<file path="src/rtl/updown_counter_mod_pkg.sv">
// Shared constants and parameter-legality helper for the up/down counter.
package updown_counter_mod_pkg;

   localparam int unsigned CNT_WRAP = 0;
   localparam int unsigned CNT_SAT  = 1;

   // True when the parameter set describes a buildable counter.
   function automatic bit cnt_params_legal(input int unsigned     width,
                                           input longint unsigned modulo,
                                           input int unsigned     prescale,
                                           input int unsigned     saturate);
      longint unsigned span;
      span = longint'(1) << width;
      return (width >= 1) && (width <= 32) && (modulo >= 2) && (modulo <= span) &&
             (prescale >= 1) && (saturate <= CNT_SAT);
   endfunction

endpackage

</file>
<file path="src/rtl/counter_prescaler.sv">
// Counts enabled cycles and emits a step on the last cycle of each interval.
module counter_prescaler #(
   parameter int unsigned PRESCALE = 1
) (
   input  logic clock,
   input  logic reset,
   input  logic enable,
   input  logic clear,
   output logic step
);

   localparam int unsigned PSC_W = (PRESCALE > 1) ? $clog2(PRESCALE) : 1;
   localparam logic [PSC_W-1:0] LAST = PSC_W'(PRESCALE - 1);

   logic [PSC_W-1:0] psc_q, psc_d;

   // With PRESCALE=1 LAST is zero, psc never leaves 0 and step follows enable.
   assign step = enable && (psc_q == LAST);

   // Next interval position: restart on clear, hold while disabled.
   always_comb begin
      psc_d = psc_q;
      if (clear) begin
         psc_d = '0;
      end else if (enable) begin
         psc_d = (psc_q == LAST) ? '0 : psc_q + PSC_W'(1);
      end
   end

   // Interval position register.
   always_ff @(posedge clock or negedge reset) begin
      if (!reset) psc_q <= '0;
      else        psc_q <= psc_d;
   end

endmodule

</file>
<file path="src/rtl/updown_counter_mod.sv">
// Up/down counter with wrap or saturate ends, load, clear, prescaler and flags.
module updown_counter_mod
   import updown_counter_mod_pkg::*;
#(
   parameter int unsigned     WIDTH    = 4,
   parameter longint unsigned MODULO   = 16,
   parameter int unsigned     PRESCALE = 1,
   parameter int unsigned     SATURATE = CNT_WRAP
) (
   input  logic             clock,
   input  logic             reset,
   input  logic             clear,
   input  logic             load,
   input  logic [WIDTH-1:0] load_val,
   input  logic             enable,
   input  logic             up,
   output logic [WIDTH-1:0] count,
   output logic             tc,
   output logic             wrap,
   output logic             ovf,
   output logic             load_err
);

   // One extra bit so MODULO == 2**WIDTH is representable.
   localparam int unsigned      CW    = WIDTH + 1;
   localparam logic [CW-1:0]    MOD_C = CW'(MODULO);
   localparam logic [WIDTH-1:0] TOP   = WIDTH'(MODULO - 1);
   localparam bit               SAT   = (SATURATE == CNT_SAT);

   if (!cnt_params_legal(WIDTH, MODULO, PRESCALE, SATURATE)) begin : g_param_err
      $error("updown_counter_mod: illegal WIDTH/MODULO/PRESCALE/SATURATE");
   end

   logic [WIDTH-1:0] count_q, count_d;
   logic             wrap_q, wrap_d;
   logic             ovf_q, ovf_d;
   logic             lerr_q, lerr_d;
   logic             step;
   logic [CW-1:0]    cnt_ext;
   logic [CW-1:0]    ld_ext;

   assign cnt_ext = {1'b0, count_q};
   assign ld_ext  = {1'b0, load_val};

   // Load also restarts the interval so a loaded value gets a full period.
   counter_prescaler #(
      .PRESCALE (PRESCALE)
   ) u_psc (
      .clock  (clock),
      .reset  (reset),
      .enable (enable),
      .clear  (clear | load),
      .step   (step)
   );

   // Terminal count from the registered count and the live direction.
   always_comb begin
      tc = up ? (count_q == TOP) : (count_q == '0);
   end

   // Next count and flags; priority clear > load > step.
   always_comb begin
      count_d = count_q;
      wrap_d  = 1'b0;
      ovf_d   = ovf_q;
      lerr_d  = 1'b0;
      if (clear) begin
         count_d = '0;
         ovf_d   = 1'b0;
      end else if (load) begin
         if (ld_ext < MOD_C) begin
            count_d = load_val;
         end else begin
            count_d = TOP;
            lerr_d  = 1'b1;
         end
      end else if (step) begin
         if (up) begin
            if (count_q == TOP) begin
               count_d = SAT ? count_q : '0;
               wrap_d  = 1'b1;
               ovf_d   = 1'b1;
            end else begin
               count_d = WIDTH'(cnt_ext + CW'(1));
            end
         end else begin
            if (count_q == '0) begin
               count_d = SAT ? count_q : TOP;
               wrap_d  = 1'b1;
               ovf_d   = 1'b1;
            end else begin
               count_d = WIDTH'(cnt_ext - CW'(1));
            end
         end
      end
   end

   // Count and flag registers.
   always_ff @(posedge clock or negedge reset) begin
      if (!reset) begin
         count_q <= '0;
         wrap_q  <= 1'b0;
         ovf_q   <= 1'b0;
         lerr_q  <= 1'b0;
      end else begin
         count_q <= count_d;
         wrap_q  <= wrap_d;
         ovf_q   <= ovf_d;
         lerr_q  <= lerr_d;
      end
   end

   assign count    = count_q;
   assign wrap     = wrap_q;
   assign ovf      = ovf_q;
   assign load_err = lerr_q;

endmodule

</file>
<file path="config.mk">
export PLATFORM = sky130hd
export DESIGN_NAME = updown_counter_mod
export DESIGN_NICKNAME = d
export VERILOG_FILES = /design/src/rtl/updown_counter_mod_pkg.sv /design/src/rtl/counter_prescaler.sv /design/src/rtl/updown_counter_mod.sv
export SDC_FILE = /design/constraint.sdc
export NUM_CORES = 1
export LEC_CHECK = 0
export ABC_AREA = 1
export CAP_MARGIN = 20
export CORE_AREA = 2 2 39 41
export DETAILED_ROUTE_END_ITERATION = 10
export DIE_AREA = 0 0 41 43
export PLACE_DENSITY = 0.68
export SLEW_MARGIN = 30
export SYNTH_ARGS = -nofsm -noshare
export SYNTH_HDL_FRONTEND = slang
export SYNTH_SLANG_ARGS = --single-unit
</file>
<file path="constraint.sdc">
create_clock -name clock -period 1.8 [get_ports clock]
set_input_delay 0.36 -clock clock [delete_from_list [all_inputs] [get_ports clock]]
set_output_delay 0.36 -clock clock [all_outputs]
set_load 0.1 [all_outputs]
</file>
* Yosys cells after proc, flatten, opt, wreduce, memory -nomap -nowiden
Index checks and enable logic that the tools add are counted.
Widths: inputs -> output; s select.
** Storage, ports and cells
- Register bits :: 8
- Input bits :: 10
- Output and inout bits :: 8
- Logic and storage cells :: 47
** Cells by class
- Add/sub/neg operators :: 3
- $lt $le $gt $ge :: 1
- Eq/ne operators :: 3
- Multiplexer cells :: 26
- Bitwise operators :: 2
- Reductions and logical operators :: 7
** Operators by type and width (number)
- $mux 4 :: 7
- $mux 1 :: 19
- $reduce_bool 3->1 :: 2
- $lt 4x5->1 const B :: 1
- $add 4x1->4 const B :: 1
- $eq 4x4->1 const B :: 1
- $logic_not 4->1 :: 1
- $reduce_and 4->1 :: 1
- $reduce_bool 2->1 :: 2
- $sub 4x1->4 const B :: 1
- $ne 3x2->1 const B :: 1
- $ne 2x2->1 const B :: 1
- $add 1x1->1 const B :: 1
- $logic_and 1x1->1 :: 1
- $not 1->1 :: 1
- $or 1x1->1 :: 1

* Depth between registers and ports, before layout
Gate-level depths: netlist (run 1).
- Depth in word-level cells :: 6
- Mapped depth :: 8
- Gate-level depth less buffers :: 7

* Cells and area by module
A second synthesis (run 1) with hierarchy kept.
** Unflattened totals
- Cells, all modules :: 72
- Area total of the unflattened synthesis :: 514.2 um^2
** By module, submodules not included
- updown_counter_mod :: times used 1, cells an instance 71, area each 506.7 um^2, sequential area each 150.1 um^2
- counter_prescaler :: times used 1, cells an instance 1, area each 7.5 um^2, sequential area each 0.0 um^2

* Worst setup path after synthesis (run 1)
No wires, ideal clock.
- Path type :: reg2reg
- Start :: register count_q[2] (netlist: count[2])
- End :: register ovf_q (netlist: ovf)
- Setup time :: 0.076 ns
- Data arrival time :: 3.156 ns
- Required time :: 1.724 ns
- Slack :: -1.432 ns
- Stages on the path, launching flop included :: 6
- Path buffers :: 1
- Period minus slack after synthesis :: 3.232 ns
- Path through :: dfrtp_1 buf_2 nand2_1 o22ai_1 nand3_1 nand2_1
** Between the ends
- Cells in the longest elaborated chain, start to end :: 3
- Elaborated cells on any way between the ends :: 5
- Classes of those cells :: eq/ne (2); reduce/logical (3)
** RTL lines
- from (decl) :: line updown_counter_mod.sv:34 : logic [WIDTH-1:0] count_q, count_d;
- from (signal assigned) :: line updown_counter_mod.sv:106 : count_q <= count_d;
- $eq 4x4->1 or $logic_not 4->1 (tied branches) :: line updown_counter_mod.sv:79, updown_counter_mod.sv:87
- $ne 3x2->1 (no source line) or $reduce_bool 3->1 (tied branches)
- $reduce_and 4->1 (no source line) *
- to (signal assigned) :: line updown_counter_mod.sv:108 : ovf_q <= ovf_d;
- to (decl) :: line updown_counter_mod.sv:36 : logic ovf_q, ovf_d;
Mark *: on every way between the ends. The rest lies on a longest branch, timed or not.
A chain may end at the register's enable or synchronous reset.

* Final worst setup path (run 1)
- Start :: register count_q[0] (netlist: count[0])
- End :: output tc
** Between the ends
- Cells in the longest elaborated chain, start to end :: 2
- Elaborated cells on any way between the ends :: 3
- Classes of those cells :: eq/ne (1); mux (1); reduce/logical (1)
** RTL lines
- $eq 4x4->1 or $logic_not 4->1 (tied branches) :: line updown_counter_mod.sv:58 : tc = up ? (count_q == TOP) : (count_q == '0);
- $mux 1 * :: line updown_counter_mod.sv:58
- to (decl) :: line updown_counter_mod.sv:18 : output logic tc,
Marked as above.

==> results of run 1 <==
-- flip-flops by register name, summed over array words and instances, names as in the netlist --
signal  cells
ovf         1
wrap        1
count       4
-- power by group through the flow --
| stage | sequential [mW] | clock, mW | combinational [mW] |
|---|---|---|---|
| after floorplan | 0.271 | 0 | 0.136 |
| after global placement | 0.197 | 0 | 0.321 |
| after detailed placement | 0.197 | 0 | 0.324 |
| after CTS | 0.195 | 0.132 | 0.327 |
| after global routing | 0.192 | 0.150 | 0.385 |
| final | 0.190 | 0.128 | 0.366 |
-- layout make-up --
class | instances | area, um^2 | area share
clock buffer | 4 | 26.3 | 0.0306
inverter | 9 | 36.3 | 0.0422
multi-input combinational | 48 | 314 | 0.365
sequential | 6 | 165 | 0.192
tap | 16 | 20.0 | 0.0233
timing repair buffer | 25 | 298 | 0.346
-- synth_stat cells, drive strengths merged --
master	count	share of area
nand3	9	0.097
conb	1	0.0081
a31oi	2	0.027
xnor2	1	0.019
ha	2	0.054
dfrtp	6	0.32
a21oi	3	0.048
nand2	15	0.13
o21ai	2	0.021
or2	1	0.013
buf	3	0.051
nor2	9	0.089
inv	9	0.073
xor2	1	0.019
nand4	1	0.013
o22ai	1	0.013
-- layer usage --
metal  vias up  routed length, um  global-route usage
met4         0                 15              0.0800
met3         2                 34              0.0366
met2        12                602               0.209
li1        262                  -                   -
met5         -                  0                   0
met1       229                472               0.188
-- cells by family after synthesis --
logic type / after synthesis / share of synthesized area
other: 1 / 0.00806
buffers and inverters: 12 / 0.124
AND/OR/NAND/NOR: 35 / 0.344
AO/OA/AOI/OAI: 8 / 0.110
adder cells (fa/ha/maj): 2 / 0.0538
XOR/XNOR: 2 / 0.0376
flip-flops: 6 / 0.323
-- worst reg2reg max path, cell delays in order, from the launching register on --
cell and delay [ns]:
dfrtp_4 0.52, inv_4 0.09, ha_4 0.14, buf_4 0.11, inv_1 0.03, o21ai_1 0.17, xor2_1 0.21, nand2_1 0.11
a21oi_2 0.12
-- what timing repair did --
action                                  CTS  global route
setup buffers                             0             6
endpoints found under the setup margin    0             1
resized for setup                         0             1
-- path summary, 6_finish.rpt --
path | endpoint | startpoint
min | count[1] | reset
min in group clock | ovf | ovf
min reg2reg | ovf | ovf
max | tc | count[0]
max reg2reg | count[2] | count[0]
max in group asynchronous | count[2] | reset
==> run metrics, run 1 <==
DRC errors left 0; kind of critical path register to output port; Site Rows 14; initial standard-cell utilization of the core 0.336; Fin Hold WS 0.346 ns; sequential share of power 0.278; fraction of layout cells with a size suffix above 1 0.424; setup TNS 0 ns; Hold Vio Cnt, Final 0; Clock Power Share 0.187; gpl congestion between 0.8 and 0.9; Ports 18; CP Data Required Time approximately 1.4 ns; synth-to-layout area growth 84.7%; Clk pin slew, worst setup/hold paths around 0.050 ns; PortBufs 16; Startpoint Class register; RSZ-0062 raised after global routing yes; skew final 0.00804 ns; CTS Root Cell clkbuf_4; R2R cell count 8; Finish-stage setup viols 0; fin nets around 110; cells along the critical path inv_4 > ha_4 > nand2_4 > o22ai_4 > buf_12; Via-to-Cell Ratio 4.68; drt first pass iters 4; slowest stage cell, crit path dfrtp_4; worst-path fanout max 6; P_sw roughly 290 uW; Skew-Pair Late Insertion Delay 0.24 ns; DP Wirelength around 800 um; Int Power a little under 400 uW; reg2reg setup slack 0.21 ns; Hold Crit Class primary input to async pin; commonest non-fill, non-tap cell in the layout nand2_1; Tot Pwr ~700 uW; pin count of the biggest net entering global routing 9; H-Tree Depth 1; most frequent cells in the layout nand2_1, nand3_1, clkdlybuf4s50_1, buf_4; max incr delay on CP roughly 0.52 ns; fmax 568 MHz; vias in the first global route between 400 and 500; GRT overflow 0; Peak VDD IR slightly below 0.4 mV; CP endpoint kind output port; die width ~41 um; n_diodes 0; Crit path max-delay family flip-flops; core area approximately 1400 um^2; clock buffer count from CTS 3; Final Cell Area 860 um^2; Lkg Pwr slightly below 0.4 nW; DRT Wirelength roughly 1100 um; Mapped Cells 66; Fillers 129; final worst path period share 0.978; global-route wire length before repair about 1700 um; Pwr Density approximately 800 nW/um^2; initial DRC count 8; syn avg cell area 7.05 um^2; Final Worst Setup Slack 0.0396 ns; Mapped Area around 470 um^2; Max Cap Viol 0; placed insts 98; die extent in y 43 um; Final Util 0.621; fin crit period about 1.8 ns; pins over their slew limit 0; Crit path depth 5; sequential share of the synthesized area 0.323; fin cells roughly 110; Arr. time, crit path roughly 1.4 ns; TritonCTS Sinks 6; Synthesized Nets 78; gr usage total 0.145; Routed WL per cell between 10 and 15 um; status finished, final reports clean; DRT antenna net count 0; Max Root-Sink Buffers 2; placed instance area around 780 um^2; die area between 1500 and 2000 um^2; Synth Register Bits 6; Yosys warnings 0; Post-CTS Hold Buffers 0; Placement Setup Slack ~0.08 ns; Distinct cells, synth 23; Vias between 500 and 600; switching fraction of total power 0.426; Buffers & Inverters on Critical Path 2; combinational power share 0.535; initial antenna violation count 0; CTS tree built
(Power assumes the default switching activity.)
==> inputs of run 2 (changes only) <==
Settings changed: CELL_PAD_IN_SITES_DETAIL_PLACEMENT set to 0, CELL_PAD_IN_SITES_GLOBAL_PLACEMENT set to 1, CORE_AREA 2 2 39 41 to unset, CORE_MARGIN set to 2, CORE_UTILIZATION set to 30, DIE_AREA 0 0 41 43 to unset, PLACE_DENSITY 0.68 to 0.82.
==> run 2 against run 1 <==
  * Setup slack got worse by 0.035 ns
  * Sequential power decreased by 3%
  * Wire length increased by 8.3%
  * Highest routed layer unchanged
  * First-iteration DRC count increased by 110%
  * Critical path type unchanged
==> run metrics, run 2 (synthesis gave the netlist of run 1 again) <==
sequential share of power 0.265 (-0.013); combinational power share 0.534 (about the same); fin crit period 1.80 ns (+0.0348 ns); RSZ-0062 raised after global routing yes; PortBufs 16 (unchanged); R2R cell count 8 (unchanged); placed instance area 776 um^2 (-0.96%); synth-to-layout area growth 84.7% (unchanged); DRC errors left 0 (unchanged); DRT Wirelength 1220 um (+8.3%); CP endpoint kind output port; Site Rows 14 (unchanged); status finished, final reports clean; P_sw 304 uW (+4.3%); initial DRC count 17 (+9); Clk pin slew, worst setup/hold paths 0.05 ns (about the same); gpl congestion 0.781 (-8.4%); Ports 18 (unchanged); drt first pass iters 4 (unchanged); Routed WL per cell 11.3 um (+8.3%); Startpoint Class register; commonest non-fill, non-tap cell in the layout nand2_1; skew final 0.00229 ns (-0.00575 ns); fin nets 105 (unchanged); initial standard-cell utilization of the core 0.316 (-0.0200); max reg flops 4 (unchanged); vias in the first global route 454 (+7.3%); CTS Root Cell clkbuf_4; Final Util 0.584 (-0.0370); die width 43.4 um (+5.8%); Pwr Density 814 nW/um^2 (+2.3%); core area 1470 um^2 (+6.3%); Post-CTS Hold Buffers 0 (unchanged); clock buffer count from CTS 3 (unchanged); setup TNS 0 ns (unchanged); n_diodes 0 (unchanged); Max Root-Sink Buffers 2 (unchanged); pin count of the biggest net entering global routing 9 (unchanged); worst r2r src count[1]; Max Cap Viol 0 (unchanged); Vias 532 (+5.3%); pins over their slew limit 0 (unchanged); kind of critical path register to output port; CTS tree built; global-route wire length before repair 1920 um (+11%); DRT antenna net count 0 (unchanged); GRT overflow 0 (unchanged); gr usage total 0.141 (-0.00361); Fillers 133 (+3.1%); DP Wirelength 872 um (+7.2%); fmax 557 MHz (-1.9%); Tot Pwr 699 uW (+2.3%); Clock Power Share 0.200 (+0.013); Arr. time, crit path 1.44 ns (+0.04 ns); die area 1880 um^2 (+6.8%); RR Endpoint count[2]; die extent in y 43.4 um (+0.91%); Finish-stage setup viols 0 (unchanged); fin cells 108 (unchanged); most frequent cells in the layout nand2_1, nand3_1, clkdlybuf4s50_1, buf_4; Hold Crit Class primary input to async pin; Lkg Pwr 0.387 nW (about the same); Via-to-Cell Ratio 4.93 (+5.3%); Fin Hold WS 0.336 ns (-0.00994 ns); reg2reg setup slack 0.33 ns (+0.12 ns); initial antenna violation count 0 (unchanged); H-Tree Depth 1 (unchanged); fraction of layout cells with a size suffix above 1 0.424 (unchanged); switching fraction of total power 0.435 (+0.00838); Final Cell Area 860 um^2 (unchanged); final worst path period share 0.997 (+0.0193); worst-path fanout max 4 (-2); Skew-Pair Late Insertion Delay 0.25 ns (about the same); placed insts 97 (-1.0%); Final Worst Setup Slack 0.00477 ns (-0.0348 ns); Placement Setup Slack 0.0720 ns (-0.00858 ns); TritonCTS Sinks 6 (unchanged); Peak VDD IR 0.362 mV (-8.2%); CP Data Required Time 1.44 ns (about the same); Hold Vio Cnt, Final 0 (unchanged); Int Power 395 uW (+0.83%)
==> run 2: cell counts in the layout (fill, tap and decap cells not counted) <==
No cell type changed its count.
==> run 2: area by class of cell <==
cell class | count | area (um^2) | share of cell area
timing repair buffer | 25 | 298 | 0.346
multi-input combinational | 48 | 314 | 0.365
clock buffer | 4 | 26.3 | 0.0306
sequential | 6 | 165 | 0.192
tap | 16 | 20.0 | 0.0233
inverter | 9 | 36.3 | 0.0422
==> run 2: repair_timing <==
action	4_1_cts	5_1_grt
endpoints found under the setup margin	1	1
buffers inserted	2	5
pin swaps	0	2
cloned	0	0
resized for setup	0	1
==> run 2: power groups by stage <==
stage	registers (mW)	clock network, mW	logic [mW]
after floorplan	0.271	0	0.136
after global placement	0.197	0	0.321
after detailed placement	0.196	0	0.324
after CTS	0.190	0.142	0.336
after global routing	0.189	0.152	0.393
final	0.185	0.140	0.374
==> run 2: worst max-delay path, stage by stage, from the launching register on <==
cell,delay (ns)
dfrtp_4,0.50
inv_2,0.09
ha_4,0.16
nand2_4,0.06
o22ai_4,0.17
buf_12,0.20
==> run 2: how the worst max path moves through the flow <==
| stage | start | end | slack (ns) | cells after the start |
|---|---|---|---|---|
| floorplan | count[2] | tc | -0.05 | 4 |
| global placement | up | tc | 0.08 | 4 |
| detailed placement | up | tc | 0.07 | 4 |
| CTS | count[1] | tc | 0.02 | 5 |
| global route | count[1] | tc | -0.02 | 5 |
| finish | count[1] | tc | 0.005 | 5 |
==> run 2: metal layers <==
layer  global-route usage  part of all wire
met1                0.189              0.40
met2                0.218              0.52
met3               0.0250             0.048
met4               0.0727             0.025
met5                    0                 0
